File: config.mk
export PLATFORM = sky130hd
export DESIGN_NAME = vga_sync_gen
export DESIGN_NICKNAME = d
export VERILOG_FILES = /design/src/rtl/vga_sync_gen.sv
export SDC_FILE = /design/constraint.sdc
export NUM_CORES = 1
export LEC_CHECK = 0
export CAP_MARGIN = 20
export CORE_ASPECT_RATIO = 0.8
export CORE_MARGIN = 2
export CORE_UTILIZATION = 30
export CTS_CLUSTER_SIZE = 20
export DETAILED_ROUTE_END_ITERATION = 16
export DONT_BUFFER_PORTS = 1
export GPL_TIMING_DRIVEN = 0
export REMOVE_ABC_BUFFERS = 1
export SLEW_MARGIN = 10
export SYNTH_ARGS = -nofsm -noshare
export SYNTH_HDL_FRONTEND = slang
export SYNTH_SLANG_ARGS = --single-unit
File: constraint.sdc
create_clock -name clk -period 3.6 [get_ports clk]
set_clock_uncertainty 0.15 [all_clocks]
set_input_delay 0.36 -clock clk [delete_from_list [all_inputs] [get_ports clk]]
set_output_delay 0.36 -clock clk [all_outputs]
set_load 0.02 [all_outputs]
File: src/rtl/vga_sync_gen.sv
// 640x480@60Hz VGA timing generator: pixel-rate divider, h/v counters, registered syncs.
// Latency: counters, syncs and frame_start all update on the same clk edge; video_on follows combinationally.
module vga_sync_gen #(
  parameter int DIV      = 4,
  parameter int H_DISP   = 640,
  parameter int H_FP     = 16,
  parameter int H_SW     = 96,
  parameter int H_BP     = 48,
  parameter int V_DISP   = 480,
  parameter int V_FP     = 10,
  parameter int V_SW     = 2,
  parameter int V_BP     = 33,
  parameter bit SYNC_POL = 1'b0
) (
  input  logic       clk,
  input  logic       reset,
  output logic       p_tick,
  output logic [9:0] pix_x,
  output logic [9:0] pix_y,
  output logic       video_on,
  output logic       hsync,
  output logic       vsync,
  output logic       frame_start
);

  localparam int H_TOTAL = H_DISP + H_FP + H_SW + H_BP;
  localparam int V_TOTAL = V_DISP + V_FP + V_SW + V_BP;
  localparam int DW      = (DIV > 1) ? $clog2(DIV) : 1;

  localparam logic [DW-1:0] DIV_MAX = DW'(DIV - 1);
  localparam logic [9:0]    H_MAX   = 10'(H_TOTAL - 1);
  localparam logic [9:0]    V_MAX   = 10'(V_TOTAL - 1);
  localparam logic [9:0]    H_VIS   = 10'(H_DISP);
  localparam logic [9:0]    V_VIS   = 10'(V_DISP);
  localparam logic [9:0]    HS_BEG  = 10'(H_DISP + H_FP);
  localparam logic [9:0]    HS_END  = 10'(H_DISP + H_FP + H_SW - 1);
  localparam logic [9:0]    VS_BEG  = 10'(V_DISP + V_FP);
  localparam logic [9:0]    VS_END  = 10'(V_DISP + V_FP + V_SW - 1);

  logic [DW-1:0] div_cnt;
  logic [9:0]    x_nxt;
  logic [9:0]    y_nxt;
  logic          h_wrap;
  logic          v_wrap;
  logic          hs_nxt;
  logic          vs_nxt;

  assign p_tick = (div_cnt == DIV_MAX);
  assign h_wrap = (pix_x == H_MAX);
  assign v_wrap = (pix_y == V_MAX);

  always_comb begin
    x_nxt = pix_x;
    y_nxt = pix_y;
    if (p_tick) begin
      x_nxt = h_wrap ? 10'd0 : pix_x + 10'd1;
      if (h_wrap) begin
        y_nxt = v_wrap ? 10'd0 : pix_y + 10'd1;
      end
    end
  end

  // Syncs decode the next-state counters so they land on the same edge as pix_x/pix_y.
  assign hs_nxt = (x_nxt >= HS_BEG) && (x_nxt <= HS_END);
  assign vs_nxt = (y_nxt >= VS_BEG) && (y_nxt <= VS_END);

  always_ff @(posedge clk) begin
    if (reset) begin
      div_cnt     <= '0;
      pix_x       <= 10'd0;
      pix_y       <= 10'd0;
      hsync       <= ~SYNC_POL;
      vsync       <= ~SYNC_POL;
      frame_start <= 1'b0;
    end else begin
      div_cnt     <= p_tick ? '0 : div_cnt + DW'(1);
      pix_x       <= x_nxt;
      pix_y       <= y_nxt;
      hsync       <= hs_nxt ? SYNC_POL : ~SYNC_POL;
      vsync       <= vs_nxt ? SYNC_POL : ~SYNC_POL;
      frame_start <= p_tick && h_wrap && v_wrap;
    end
  end

  assign video_on = (pix_x < H_VIS) && (pix_y < V_VIS);

endmodule

# Word-level counts from Yosys, hierarchy flattened
# Index checks and enable logic that the tools add are counted.
word_totals:
  regBits: 25
  in_bits: 2
  out_inout_bits: 25
  wordCells: 31
classes:
  n_addsub: 3
  magnitude_cmp: 6
  n_eq_ne: 3
  mux: 7
  reduce_logical: 6
ops:
  columns: ["op", "n"]
  rows:
  - ["$mux 10", 5]
  - ["$add 10x1->10 const B", 2]
  - ["$eq 10x10->1 const B", 2]
  - ["$ge 10x10->1 const B", 1]
  - ["$ge 10x9->1 const B", 1]
  - ["$le 10x10->1 const B", 1]
  - ["$le 10x9->1 const B", 1]
  - ["$lt 10x10->1 const B", 1]
  - ["$lt 10x9->1 const B", 1]
  - ["$logic_and 1x1->1", 5]
  - ["$add 2x1->2 const B", 1]
  - ["$eq 2x2->1 const B", 1]
  - ["$mux 1", 2]
  - ["$reduce_or 2->1", 1]

# Logic depth before layout (Yosys ltp)
depth:
  word_depth: 7
  depth_mapped: 8
  mapped_depth_nobuf: 6

# Least setup slack after synthesis
# No wires, ideal clock.
synth_timing:
  path_type: "register to register"
  from: "register div_cnt[0]"
  to: "register vsync"
  arrival_ns: 2.776
  t_required_ns: 3.316
  path_slack_ns: 0.540
  path_stages_with_launch: 9
  cell_sequence: "dfxtp_1 -> ha_1 -> buf_2 -> nand2_1 -> or4b_1 -> buf_2 -> or4_1 -> a221o_1 -> or4_1"
synth_between:
  elab_chain_cells: 5
  word_cells_on_any_way: 6
  cone_classes: "order compare: 2; eq/ne: 1; mux: 2; reduce/logical: 1"
synth_rtl:
  columns: ["element", "line_no", "text"]
  rows:
  - ["start: declaration", "40", "logic [DW-1:0] div_cnt;"]
  - ["start signal: assignment", "76", "div_cnt <= p_tick ? '0 : div_cnt + DW'(1);"]
  - ["$eq 2x2->1 *", "48", "assign p_tick = (div_cnt == DIV_MAX);"]
  - ["via p_tick", "17", "output logic p_tick,"]
  - ["$mux 10 *", "55", "if (p_tick) begin"]
  - ["$ge 10x9->1 / $le 10x9->1 (equally long branches)", "65", "assign vs_nxt = (y_nxt >= VS_BEG) && (y_nxt <= VS_END);"]
  - ["$logic_and 1x1->1 *", "65", null]
  - ["$mux 1 *", "80", "vsync <= vs_nxt ? SYNC_POL : ~SYNC_POL;"]
  - ["end signal: assignment", "73", "vsync <= ~SYNC_POL;"]
  - ["end signal: assignment", "80", null]
  - ["end: declaration", "22", "output logic vsync,"]
# Mark *: on every way through the listed nets, which the timed path passes. The rest lies on a longest branch.
# A chain may end at the register's enable or synchronous reset.

# Final worst setup path
layout_timing:
  from: "register pix_x[0]"
  to: "register vsync"
layout_between:
  elab_chain_cells: 6
  word_cells_on_any_way: 7
  cone_classes: "order compare: 2; eq/ne: 1; mux: 3; reduce/logical: 1"
layout_rtl:
  columns: ["element", "line_no", "text"]
  rows:
  - ["start: declaration", "18", "output logic [9:0] pix_x,"]
  - ["start signal: assignment", "77", "pix_x <= x_nxt;"]
  - ["$eq 10x10->1 *", "49", "assign h_wrap = (pix_x == H_MAX);"]
  - ["$mux 10 *", "57", "if (h_wrap) begin"]
  - ["$mux 10 *", "55", null]
  - ["$ge 10x9->1 / $le 10x9->1 (equally long branches)", "65", null]
  - ["$logic_and 1x1->1 *", "65", null]
  - ["$mux 1 *", "80", null]
# Mark *: on every way between the ends. The rest lies on a longest branch, timed or not.

==> metrics.cfg <==
[clock_network]
cts.sinks = 25
cts_setup_buffers = 0
cts_tree = yes
cts-resized-gates = 0
root_buffer = clkbuf_8
cts.clk_slew.worst_paths_ns = 0.09
hold_buffers = 1
cts_buffers = 3
cts_buffer_depth = 2
ctsHtreeMaxLevel = 1
clock_latency_ns = 0.27

[placed_design]
port_buffers = 0
place_hpwl_mm = 2.02
globalplace.congestion = 0.829

[synthesis]
syn_inst = 139
yosysSeqAreaShare = 0.409
yosysMostFrequentCell = dfxtp_1
ys_ff_latch = 25
synth_cell_type_count = 35
yosys_warnings = 0
synth_largest_area_cell = dfxtp_1
syn-cell-area_sq_um = 1220
synth_edf_count = 0
avgSynthCellArea_sq_um = 8.79
synthFlopType = dfxtp_1
async_flop_share = 0
synth_top_cell_area_share = 0.409
synth_common_cells = 25 x dfxtp_1, 14 x nor3_1, 13 x nand2_1
synthTopCellsByArea = dfxtp_1 41%, nor3_1 5.7%, xnor2_1 5.7%, xor2_1 5.7%, ha_1 4.1%

[critical_path]
critical_path_class = reg2reg
r2r_cells = 6
cp-start-kind = flop
cp.arrival_ns = 3.39
crit_end = vsync$_SDFF_PP1_
cp.required_ns = 3.59
r2r_end = vsync$_SDFF_PP1_
path_max_fanout = 9
r2r_slack_ns = 0.20
cp-startpoint = pix_x[0]$_SDFF_PP0_
reg2reg_from = pix_x[0]$_SDFF_PP0_
cp-end-kind = flop

[timing]
finalHoldViolations = 0
setup_viol = 0
hold_ws_ns = 0.00601
worst-slew-pin-transition_ns = 0.670
max_freq_mhz = 294
relSlewSlack = 0.552
fin_crit_sh = 0.944
rsz0062_at_grt = no
min_period_ns = 3.40
drv_slew = 0

[die]
initial_core_util = 0.317
die_x_um = 75.4
io_pins = 27
core_sq_um = 3850
die-area_sq_um = 4600
num_rows = 20
die_h_um = 61.1

[global_route]
grt_max_degree = 15
grt_pass1_vias = 941
groute.usage.overall = 0.131
grt_pass1_wl_mm = 4.48
antenna_found_initial = 0
overflow = 0

[power_and_ir_drop]
p_per_area_nw_per_um2 = 347
ir_drop_uv = 130
leakage_nw = 0.405

[routing]
dr_wl_met2_mm = 1.26
top_layer_used = met4
firstDrtPassIters = 4
drt_iter0_markers = 77
dr_wl_met3_um = 228
wl_mm = 2.82
ant_nets = 0
viasPerCell = 5.22
routedLengthMet1_mm = 1.26
post_drt_wl_per_cell_um = 14.4
vias = 1017
drc = 0

[run]
maxCapViolations = 0

[hold_path]
hold_class = in2reg
hold_depth = 1

[layout]
n_fill_cell = 422
area_delta_synth_final_pct = 10.0
antenna_cells = 0
finalNetCount = 147
drive_gt1_frac = 0.0571
final_util = 0.349

[status]
outcome = completed

==> logic make-up after synthesis <==
logic type      synth area share
simple gates               0.319
compound gates            0.0798
xor+xnor                   0.115
flops                      0.409
fa+ha+maj                 0.0409
buf+inv                   0.0358
==> metal layers <==
layer  vias to the layer above  track usage
met1                       471        0.167
li1                        497            -
met2                        42        0.204
met3                         7       0.0360
met4                         0       0.0677
met5                         -            0
==> flip-flops by register name, indices dropped and copies added (netlist names) <==
signal	flops
pix_x	10
pix_y	10
div_cnt	2
frame_start	1
hsync	1
vsync	1
==> where the power goes <==
| part | leakage (nW) | internal [mW] | switching [mW] |
|---|---|---|---|
| registers | 0.202 | 0.280 | 0.00405 |
| clock network | 0.0228 | 0.0792 | 0.0878 |
| logic | 0.181 | 0.00639 | 0.00884 |
| total | 0.405 | 0.366 | 0.101 |
==> worst min-delay path by stage <==
stage,from,endpoint,slack (ns)
floorplan,div_cnt[0]$_SDFF_PP0_,div_cnt[0]$_SDFF_PP0_,0.25
global placement,div_cnt[0]$_SDFF_PP0_,div_cnt[0]$_SDFF_PP0_,0.26
detailed placement,div_cnt[0]$_SDFF_PP0_,div_cnt[0]$_SDFF_PP0_,0.27
CTS,reset,pix_x[4]$_SDFF_PP0_,0.0008
global route,reset,pix_x[7]$_SDFF_PP0_,0.00008
finish,reset,pix_x[6]$_SDFF_PP0_,0.006
==> final cells by class <==
| cell class | count | area, sq um | area share |
|---|---|---|---|
| flip-flops and latches | 25 | 500 | 0.372 |
| clock buffers | 4 | 45.0 | 0.0335 |
| multi-input cells | 103 | 684 | 0.509 |
| inverters | 5 | 18.8 | 0.0140 |
| repair buffers | 3 | 27.5 | 0.0205 |
| well taps | 55 | 68.8 | 0.0512 |
==> stage by stage <==
step	power (mW)	instance area (sq um)	TNS [ns]	setup slack, ns	std cells
final	0.466	1350	0	0.201	195
after global routing	0.486	1350	0	0.0378	195
after detailed placement	0.302	1280	0	0.251	189
after CTS	0.469	1340	0	0.209	194
after global placement	0.301	1270	-0.446	-0.446	188
after floorplan	0.300	1200	0	0.319	133
==> critical path, stage by stage (launching register included) <==
cell	delay [ns]
dfxtp_1	0.56
ha_1	0.35
nand2_1	0.15
or4b_1	0.67
or4_1	0.60
a221o_1	0.33
or4_1	0.46
==> layout by cell type, fill, tap and decap left out, types with 4 or more instances in the layout <==
cell and n:
xnor2_1 8, nand2_1 13, dfxtp_1 25, xor2_1 8
nand3_1 5, nor3_1 14, ha_1 4, inv_1 5
nor2_1 11, nand4_1 6
(Power assumes the default switching activity.)
